**src/rtl/natv_bus_pkg.sv**
```systemverilog
// Shared types and constants for the native valid/ready bus demultiplexer.
package natv_bus_pkg;

  typedef enum logic [1:0] {
    ST_IDLE   = 2'd0,
    ST_ACCESS = 2'd1,
    ST_DERR   = 2'd2,
    ST_RESP   = 2'd3
  } state_t;

  localparam logic [1:0]  ERR_NONE      = 2'b00;
  localparam logic [1:0]  ERR_DEC       = 2'b01;
  localparam logic [1:0]  ERR_TO        = 2'b10;
  localparam logic [31:0] ERR_RDATA_DEF = 32'hDEAD_BEEF;

endpackage

```
**src/rtl/natv_bus_if.sv**
```systemverilog
// Native memory bus bundle: core request/response plus broadcast slave side.
interface natv_bus_if #(
  parameter int NUM_SLV = 4
);
  logic                   core_valid_i;
  logic                   core_ready_o;
  logic [31:0]            core_addr_i;
  logic [31:0]            core_wdata_i;
  logic [3:0]             core_wstrb_i;
  logic [31:0]            core_rdata_o;
  logic [NUM_SLV-1:0]     slv_valid_o;
  logic [NUM_SLV-1:0]     slv_ready_i;
  logic [31:0]            slv_addr_o;
  logic [31:0]            slv_wdata_o;
  logic [3:0]             slv_wstrb_o;
  logic [NUM_SLV*32-1:0]  slv_rdata_i;

  // slave = the demux itself; master = core plus the peripheral environment
  modport slave (
    input  core_valid_i, core_addr_i, core_wdata_i, core_wstrb_i,
    input  slv_ready_i, slv_rdata_i,
    output core_ready_o, core_rdata_o,
    output slv_valid_o, slv_addr_o, slv_wdata_o, slv_wstrb_o
  );

  modport master (
    output core_valid_i, core_addr_i, core_wdata_i, core_wstrb_i,
    output slv_ready_i, slv_rdata_i,
    input  core_ready_o, core_rdata_o,
    input  slv_valid_o, slv_addr_o, slv_wdata_o, slv_wstrb_o
  );
endinterface

```
**src/rtl/natv_bus_dec.sv**
```systemverilog
// Combinational address decoder; on overlapping windows the lowest slot wins.
module natv_bus_dec #(
  parameter int                    NUM_SLV  = 4,
  parameter logic [NUM_SLV*32-1:0] SLV_BASE = '0,
  parameter logic [NUM_SLV*32-1:0] SLV_MASK = '0
) (
  input  logic [31:0]        i_addr,
  output logic               o_hit,
  output logic [NUM_SLV-1:0] o_sel
);

  // Walk from the top so a lower-index hit overrides any higher one.
  always_comb begin
    o_hit = 1'b0;
    o_sel = '0;
    for (int i = NUM_SLV - 1; i >= 0; i--) begin
      if ((i_addr & SLV_MASK[32*i +: 32]) == SLV_BASE[32*i +: 32]) begin
        o_hit    = 1'b1;
        o_sel    = '0;
        o_sel[i] = 1'b1;
      end
    end
  end

endmodule

```
**src/rtl/natv_bus_demux.sv**
```systemverilog
// 1-master / NUM_SLV-slave native bus interconnect with registered request path.
// Optional slave-hang timeout: define NATV_BUS_TIMEOUT_EN.
//   state  | meaning
//   IDLE   | waiting for core_valid_i, decode on the fly
//   ACCESS | one-hot slave request outstanding
//   DERR   | unmapped address, build error response
//   RESP   | one-cycle core_ready_o strobe
module natv_bus_demux
  import natv_bus_pkg::*;
#(
  parameter int                    NUM_SLV     = 4,
  parameter logic [NUM_SLV*32-1:0] SLV_BASE    = {32'h4000_0000, 32'h3000_0000,
                                                  32'h0300_0000, 32'h0000_0000},
  parameter logic [NUM_SLV*32-1:0] SLV_MASK    = {32'hFF00_0000, 32'hFF00_0000,
                                                  32'hFFFF_0000, 32'hFFFE_0000},
  parameter logic [31:0]           ERR_RDATA   = ERR_RDATA_DEF,
  parameter int                    TIMEOUT_CYC = 1024
) (
  input  logic        clk_i,
  input  logic        rst_n_i,
  natv_bus_if.slave   bus,
  input  logic        err_clr_i,
  output logic        err_irq_o,
  output logic [1:0]  err_type_o,
  output logic [31:0] err_addr_o
);

  if (TIMEOUT_CYC < 2) begin : g_bad_timeout
    $error("natv_bus_demux: TIMEOUT_CYC must be >= 2");
  end

  state_t               r_state;
  logic [NUM_SLV-1:0]   r_sel;
  logic [NUM_SLV-1:0]   r_slv_valid;
  logic [31:0]          r_addr;
  logic [31:0]          r_wdata;
  logic [3:0]           r_wstrb;
  logic [31:0]          r_rdata;
  logic                 r_core_ready;
  logic                 r_err_irq;
  logic [1:0]           r_err_type;
  logic [31:0]          r_err_addr;

  logic                 w_hit;
  logic [NUM_SLV-1:0]   w_sel;
  logic                 w_sel_ready;
  logic [31:0]          w_sel_rdata;
  logic                 w_err_dec;
  logic                 w_err_to;
  logic                 w_err_evt;
  logic [1:0]           w_err_type;

  natv_bus_dec #(
    .NUM_SLV  (NUM_SLV),
    .SLV_BASE (SLV_BASE),
    .SLV_MASK (SLV_MASK)
  ) u_dec (
    .i_addr (bus.core_addr_i),
    .o_hit  (w_hit),
    .o_sel  (w_sel)
  );

  assign w_sel_ready = |(bus.slv_ready_i & r_sel);

  always_comb begin
    w_sel_rdata = '0;
    for (int i = 0; i < NUM_SLV; i++) begin
      if (r_sel[i]) w_sel_rdata = w_sel_rdata | bus.slv_rdata_i[32*i +: 32];
    end
  end

`ifdef NATV_BUS_TIMEOUT_EN
  localparam int TO_W = $clog2(TIMEOUT_CYC);
  logic [TO_W-1:0] r_to_cnt;
  logic            w_to_hit;

  assign w_to_hit = (r_to_cnt == TO_W'(TIMEOUT_CYC - 1));
  // Ready arriving on the terminal count wins over the timeout.
  assign w_err_to = (r_state == ST_ACCESS) && !w_sel_ready && w_to_hit;
`else
  assign w_err_to = 1'b0;
`endif

  always_ff @(posedge clk_i or negedge rst_n_i) begin
    if (!rst_n_i) begin
      r_state      <= ST_IDLE;
      r_sel        <= '0;
      r_slv_valid  <= '0;
      r_addr       <= '0;
      r_wdata      <= '0;
      r_wstrb      <= '0;
      r_rdata      <= '0;
      r_core_ready <= 1'b0;
`ifdef NATV_BUS_TIMEOUT_EN
      r_to_cnt     <= '0;
`endif
    end else begin
      r_core_ready <= 1'b0;
      case (r_state)
        ST_IDLE: begin
          if (bus.core_valid_i) begin
            r_addr <= bus.core_addr_i;
            if (w_hit) begin
              r_wdata     <= bus.core_wdata_i;
              r_wstrb     <= bus.core_wstrb_i;
              r_sel       <= w_sel;
              r_slv_valid <= w_sel;
`ifdef NATV_BUS_TIMEOUT_EN
              r_to_cnt    <= '0;
`endif
              r_state     <= ST_ACCESS;
            end else begin
              r_state <= ST_DERR;
            end
          end
        end
        ST_ACCESS: begin
          if (w_sel_ready) begin
            r_rdata      <= w_sel_rdata;
            r_slv_valid  <= '0;
            r_core_ready <= 1'b1;
            r_state      <= ST_RESP;
          end
`ifdef NATV_BUS_TIMEOUT_EN
          else if (w_to_hit) begin
            r_rdata      <= ERR_RDATA;
            r_slv_valid  <= '0;
            r_core_ready <= 1'b1;
            r_state      <= ST_RESP;
          end else begin
            r_to_cnt <= r_to_cnt + 1'b1;
          end
`endif
        end
        ST_DERR: begin
          r_rdata      <= ERR_RDATA;
          r_core_ready <= 1'b1;
          r_state      <= ST_RESP;
        end
        default: r_state <= ST_IDLE;
      endcase
    end
  end

  assign w_err_dec  = (r_state == ST_DERR);
  assign w_err_evt  = w_err_dec || w_err_to;
  assign w_err_type = w_err_dec ? ERR_DEC : ERR_TO;

  // A new error in the same cycle as err_clr_i is captured, not lost.
  always_ff @(posedge clk_i or negedge rst_n_i) begin
    if (!rst_n_i) begin
      r_err_irq  <= 1'b0;
      r_err_type <= ERR_NONE;
      r_err_addr <= '0;
    end else if (w_err_evt && (!r_err_irq || err_clr_i)) begin
      r_err_irq  <= 1'b1;
      r_err_type <= w_err_type;
      r_err_addr <= r_addr;
    end else if (err_clr_i) begin
      r_err_irq  <= 1'b0;
      r_err_type <= ERR_NONE;
      r_err_addr <= '0;
    end
  end

  assign bus.core_ready_o = r_core_ready;
  assign bus.core_rdata_o = r_rdata;
  assign bus.slv_valid_o  = r_slv_valid;
  assign bus.slv_addr_o   = r_addr;
  assign bus.slv_wdata_o  = r_wdata;
  assign bus.slv_wstrb_o  = r_wstrb;
  assign err_irq_o        = r_err_irq;
  assign err_type_o       = r_err_type;
  assign err_addr_o       = r_err_addr;

endmodule
```
**src/flat_wrapper.sv**
```systemverilog
// flat-port wrapper written by rule: the top's interface ports become plain ports
module natv_bus_demux_flat import natv_bus_pkg::*;
#(
  parameter int                    NUM_SLV     = 4,
  parameter logic [NUM_SLV*32-1:0] SLV_BASE    = {32'h4000_0000, 32'h3000_0000,
                                                  32'h0300_0000, 32'h0000_0000},
  parameter logic [NUM_SLV*32-1:0] SLV_MASK    = {32'hFF00_0000, 32'hFF00_0000,
                                                  32'hFFFF_0000, 32'hFFFE_0000},
  parameter logic [31:0]           ERR_RDATA   = ERR_RDATA_DEF,
  parameter int                    TIMEOUT_CYC = 1024
)
  (clk_i, rst_n_i, err_clr_i, err_irq_o, err_type_o, err_addr_o, bus_core_valid_i, bus_core_addr_i, bus_core_wdata_i, bus_core_wstrb_i, bus_slv_ready_i, bus_slv_rdata_i, bus_core_ready_o, bus_core_rdata_o, bus_slv_valid_o, bus_slv_addr_o, bus_slv_wdata_o, bus_slv_wstrb_o);
  natv_bus_if #(.NUM_SLV(NUM_SLV)) bus_i ();
  input  logic clk_i;
  input  logic rst_n_i;
  input  logic err_clr_i;
  output logic err_irq_o;
  output logic [1:0] err_type_o;
  output logic [31:0] err_addr_o;
  input wire logic [$bits(bus_i.core_valid_i)-1:0] bus_core_valid_i;
  input wire logic [$bits(bus_i.core_addr_i)-1:0] bus_core_addr_i;
  input wire logic [$bits(bus_i.core_wdata_i)-1:0] bus_core_wdata_i;
  input wire logic [$bits(bus_i.core_wstrb_i)-1:0] bus_core_wstrb_i;
  input wire logic [$bits(bus_i.slv_ready_i)-1:0] bus_slv_ready_i;
  input wire logic [$bits(bus_i.slv_rdata_i)-1:0] bus_slv_rdata_i;
  output wire logic [$bits(bus_i.core_ready_o)-1:0] bus_core_ready_o;
  output wire logic [$bits(bus_i.core_rdata_o)-1:0] bus_core_rdata_o;
  output wire logic [$bits(bus_i.slv_valid_o)-1:0] bus_slv_valid_o;
  output wire logic [$bits(bus_i.slv_addr_o)-1:0] bus_slv_addr_o;
  output wire logic [$bits(bus_i.slv_wdata_o)-1:0] bus_slv_wdata_o;
  output wire logic [$bits(bus_i.slv_wstrb_o)-1:0] bus_slv_wstrb_o;
  assign bus_i.core_valid_i = bus_core_valid_i;
  assign bus_i.core_addr_i = bus_core_addr_i;
  assign bus_i.core_wdata_i = bus_core_wdata_i;
  assign bus_i.core_wstrb_i = bus_core_wstrb_i;
  assign bus_i.slv_ready_i = bus_slv_ready_i;
  assign bus_i.slv_rdata_i = bus_slv_rdata_i;
  assign bus_core_ready_o = bus_i.core_ready_o;
  assign bus_core_rdata_o = bus_i.core_rdata_o;
  assign bus_slv_valid_o = bus_i.slv_valid_o;
  assign bus_slv_addr_o = bus_i.slv_addr_o;
  assign bus_slv_wdata_o = bus_i.slv_wdata_o;
  assign bus_slv_wstrb_o = bus_i.slv_wstrb_o;
  natv_bus_demux #(.NUM_SLV(NUM_SLV), .SLV_BASE(SLV_BASE), .SLV_MASK(SLV_MASK), .ERR_RDATA(ERR_RDATA), .TIMEOUT_CYC(TIMEOUT_CYC)) u_core (.clk_i(clk_i), .rst_n_i(rst_n_i), .bus(bus_i), .err_clr_i(err_clr_i), .err_irq_o(err_irq_o), .err_type_o(err_type_o), .err_addr_o(err_addr_o));
endmodule
```
**config.mk**
```make
export PLATFORM = sky130hd
export DESIGN_NAME = natv_bus_demux_flat
export DESIGN_NICKNAME = d
export VERILOG_FILES = /design/src/rtl/natv_bus_pkg.sv /design/src/rtl/natv_bus_if.sv /design/src/rtl/natv_bus_dec.sv /design/src/rtl/natv_bus_demux.sv /design/src/flat_wrapper.sv
export SDC_FILE = /design/constraint.sdc
export NUM_CORES = 1
export LEC_CHECK = 0
export ABC_CLOCK_PERIOD_IN_PS = 3600
export BUFFER_PORTS_ARGS = -buffer_cell sky130_fd_sc_hd__buf_2
export CORE_AREA = 2 2 134 136
export CTS_CLUSTER_DIAMETER = 40
export DETAILED_ROUTE_END_ITERATION = 12
export DIE_AREA = 0 0 136 138
export GPL_ROUTABILITY_DRIVEN = 0
export PLACE_DENSITY = 0.66
export REMOVE_ABC_BUFFERS = 1
export SYNTH_ARGS = -nofsm -noshare
export SYNTH_HDL_FRONTEND = slang
export SYNTH_SLANG_ARGS = --single-unit
```
**constraint.sdc**
```tcl
create_clock -name clk_i -period 3.6 [get_ports clk_i]
set_input_delay 0.18 -clock clk_i [delete_from_list [all_inputs] [get_ports clk_i]]
set_output_delay 0.18 -clock clk_i [all_outputs]
set_load 0.01 [all_outputs]
```
==> flow_summary_export.csv <==
group,metric,value,unit
outcome,outcome,"finished, final reports clean",
synth,synthCells,561,
cells_and_area,n_fill_cell,1577,
sta,setup_violations,0,
hold_path,hp-class,"in -> reg",
synth,synth_edf_count,0,
die,pin_count,344,
synth,ys.flop_type,"dfrtp_1",
synth,yosys.cell_count.top_type,"dfrtp_1",
pwr,combPwrFrac,6.0,%
placed_design,place_inst,1098,
grt,grt_max_degree,89,
synth,synth_top_area_share,56.70,%
sta,maxSlewViolCount,0,
setup_path,setup.worst_path.start_class,"input port",
routing,vias_per_cell,5.096,
grt,gr-usage-met2,38.30,%
sta,fin_hold_ws,19.00,ps
sta,fin_setup_tns,0,ps
routing,dr.pass1.iters,5,
cells_and_area,final_cell_area,9507,um2
die,start_util,36.50,%
pwr,p_seq_share,44.5,%
grt,grt-busiest-layer,"met2",
die,die_area,18770,um2
synth,synth_warnings,0,
routing,drt_wl_total,21150,um
die,fp-row-count,49,
synth,synth_top_cell_by_area,"dfrtp_1",
sta,rsz0062_at_grt,"no",
placed_design,pre_cts_ws,988.4,ps
setup_path,required,3900,ps
synth,synth_area_leaders,"dfrtp_1 57%, mux2_2 11%, nand2_1 4.7%",
synth,yosys-top-cells-count,"145 x dfrtp_1, 80 x nand2_1, 61 x mux2_2",
placed_design,placed_cell_area,8333,um2
sta,hold_viol,0,
grt,grtUsageMet1,26.00,%
pwr,p_sw,0.7974,mW
setup_path,cp_max_fo,39,
hold_path,holdCritStartpoint,"bus_core_addr_i[20]",
cells_and_area,fin_cells,1193,
routing,post-route-drc-count,0,
cells_and_area,nets,1151,
sta,fmax,0.3649,GHz
pwr,power.density,385.4,nW/um2
routing,wl_per_cell,17.73,um
setup_path,reg2reg_depth,5,
grt,grt.overflow.total,0,
clock_network,clk_path_buf_depth,2,
sta,worst_slack,859.6,ps
cells_and_area,final_core_util,54.22,%
die,die_w,136,um
synth,synth.distinct_cells,42,
pwr,p_int,2.867,mW
setup_path,r2r_slack,1160,ps
clock_network,cts_setup_buffers,0,
hold_path,hold_depth,2,
clock_network,post_cts_resized,0,
job,drv_cap,0,
sta,max_slew_margin,22.07,%
grt,met3_usage,4.730,%
clock_network,htree_levels,4,
pwr,p_total,3.664,mW
grt,grtUsageTotal,22.03,%
clock_network,clk_latency,420,ps
cells_and_area,syn2layout_area_growth,48.54,%
setup_path,reg2reg_from,"u_core.r_state[0]$_DFFE_PN0P_",
routing,vias,6079,
pwr,pwr-share-clk,49.5,%
setup_path,cp-end-kind,"flip-flop",
clock_network,cts_tree,"yes",
clock_network,cts.sinks,145,
setup_path,critPathKind,"in -> reg",
sta,fin_crit,2740,ps
pwr,vdd_ir_drop_max,0.0002869,V
grt,grt_pass1_vias,5894,
clock_network,numCtsBuffers,17,
clock_network,cts_hold_buffers,54,
placed_design,dpl.hpwl,14760,um
die,design.core.area,17530,um2
grt,antenna_found_initial,9,
sta,worst_pin_slew,1166,ps
routing,final_antenna_net_count,0,
hold_path,hold_end,"u_core.bus.slv_addr_o[20]$_DFFE_PN0P_",
routing,dr.first_iter.drc_count,329,
grt,grt_pass1_wl,32020,um
pwr,swShare,21.76,%
synth,netlist_area,6400,um2
placed_design,port_buffers,343,
cells_and_area,layout-drive-gt1-share,46.97,%
die,die_y,138,um
clock_network,cts.clk_slew.worst_paths,60,ps
sta,fin_crit_sh,76.12,%
synth,async_reset_ff_share,100.0,%
sta,fin_worst_skew,7.290,ps
pwr,cellLeakagePower,5.262,nW
setup_path,r2r-end,"u_core.err_addr_o[19]$_DFFE_PN0P_",
synth,ys_seq_elements,145,
synth,yosysSeqAreaShare,56.70,%
setup_path,worstPathArrival,3040,ps
synth,synth_area_per_cell,11.41,um2
clock_network,cts-root-buf,"clkbuf_16",
==> critical path: stages <==
cell	delay (ps)
dlygate4sd3_1	530
buf_2	130
nor4_1	570
nand4_1	450
o22ai_4	280
buf_4	450
mux2_2	400
==> logic make-up (layout without fill, tap and decap cells) <==
family                   count (synthesis)  count (layout)  share of synthesized area [%]
flip-flops                             145             145                          56.70
buffers and inverters                   53             448                          3.382
adder cells (fa/ha/maj)                  4               4                         0.7820
other                                    0               8                              0
AND/OR/NAND/NOR                        169             169                          12.96
AO/OA/AOI/OAI                          118             118                          13.53
multiplexers                            72              72                          12.65
==> flip-flops by register name (all words and copies together) (netlist names) <==
signal,count
u_core.bus.slv_addr_o,32
u_core.bus.core_rdata_o,32
u_core.bus.slv_wstrb_o,4
u_core.r_state,2
u_core.bus.slv_valid_o,4
u_core.err_addr_o,32
u_core.bus.slv_wdata_o,32
u_core.err_type_o,2
u_core.r_sel,4
u_core.bus.core_ready_o,1
==> power groups by stage <==
stage	clock network (mW)	registers, mW	logic, mW
after CTS	1.85	1.63	0.220
after detailed placement	0	1.66	0.174
after floorplan	0	1.66	0.0140
after global placement	0	1.66	0.174
final	1.81	1.63	0.221
after global routing	1.94	1.63	0.241
==> worst max-delay path by stage <==
stage	start	end	slack [ps]	cells past startpoint
3_5_place_dp	bus_core_addr_i[17]	u_core.bus.slv_wdata_o[20]$_DFFE_PN0P_	990	6
3_3_place_gp	bus_core_addr_i[17]	u_core.bus.slv_wdata_o[3]$_DFFE_PN0P_	1040	6
2_1_floorplan	u_core.r_sel[3]$_DFFE_PN0P_	u_core.bus.core_rdata_o[0]$_DFFE_PN0P_	160	3
4_1_cts	bus_core_addr_i[21]	u_core.bus.slv_wdata_o[2]$_DFFE_PN0P_	890	7
5_1_grt	bus_core_addr_i[21]	u_core.bus.slv_wdata_o[11]$_DFFE_PN0P_	770	7
6_report	bus_core_addr_i[21]	u_core.bus.slv_wdata_o[18]$_DFFE_PN0P_	860	7
==> placed cells by master, fill, tap and decap left out, types with 4 or more instances in the layout <==
cell type and instances:
a21oi_1 27, nor4_1 5, nand3b_1 34, dfrtp_1 145, ha_1 4, inv_1 8, nor2_1 31, buf_4 9
nand2_1 80, a22o_1 8, buf_2 342, a222oi_1 24, mux2_2 61, dlygate4sd3_1 55, clkinv_2 4, a31oi_1 25
diode_2 8, clkbuf_16 17, a22oi_1 18, mux2_1 10
==> layout make-up <==
cell class	count	area, um2	area share [%]
sequential	145	3628	38.17
multi-input combinational	363	2577	27.11
timing repair buffer	408	2361	24.84
clock buffer	19	442.9	4.659
tap	229	286.5	3.014
clock inverter	13	160.2	1.685
inverter	8	30.03	0.3159
antenna	8	20.02	0.2106
==> metal layers <==
layer  share of wire [%]  vias up
met5                   0        -
met4                 2.9        0
met3                 6.5       32
met2                  53      246
met1                  38     2973
li1                    -     2828
(Power assumes the default switching activity.)
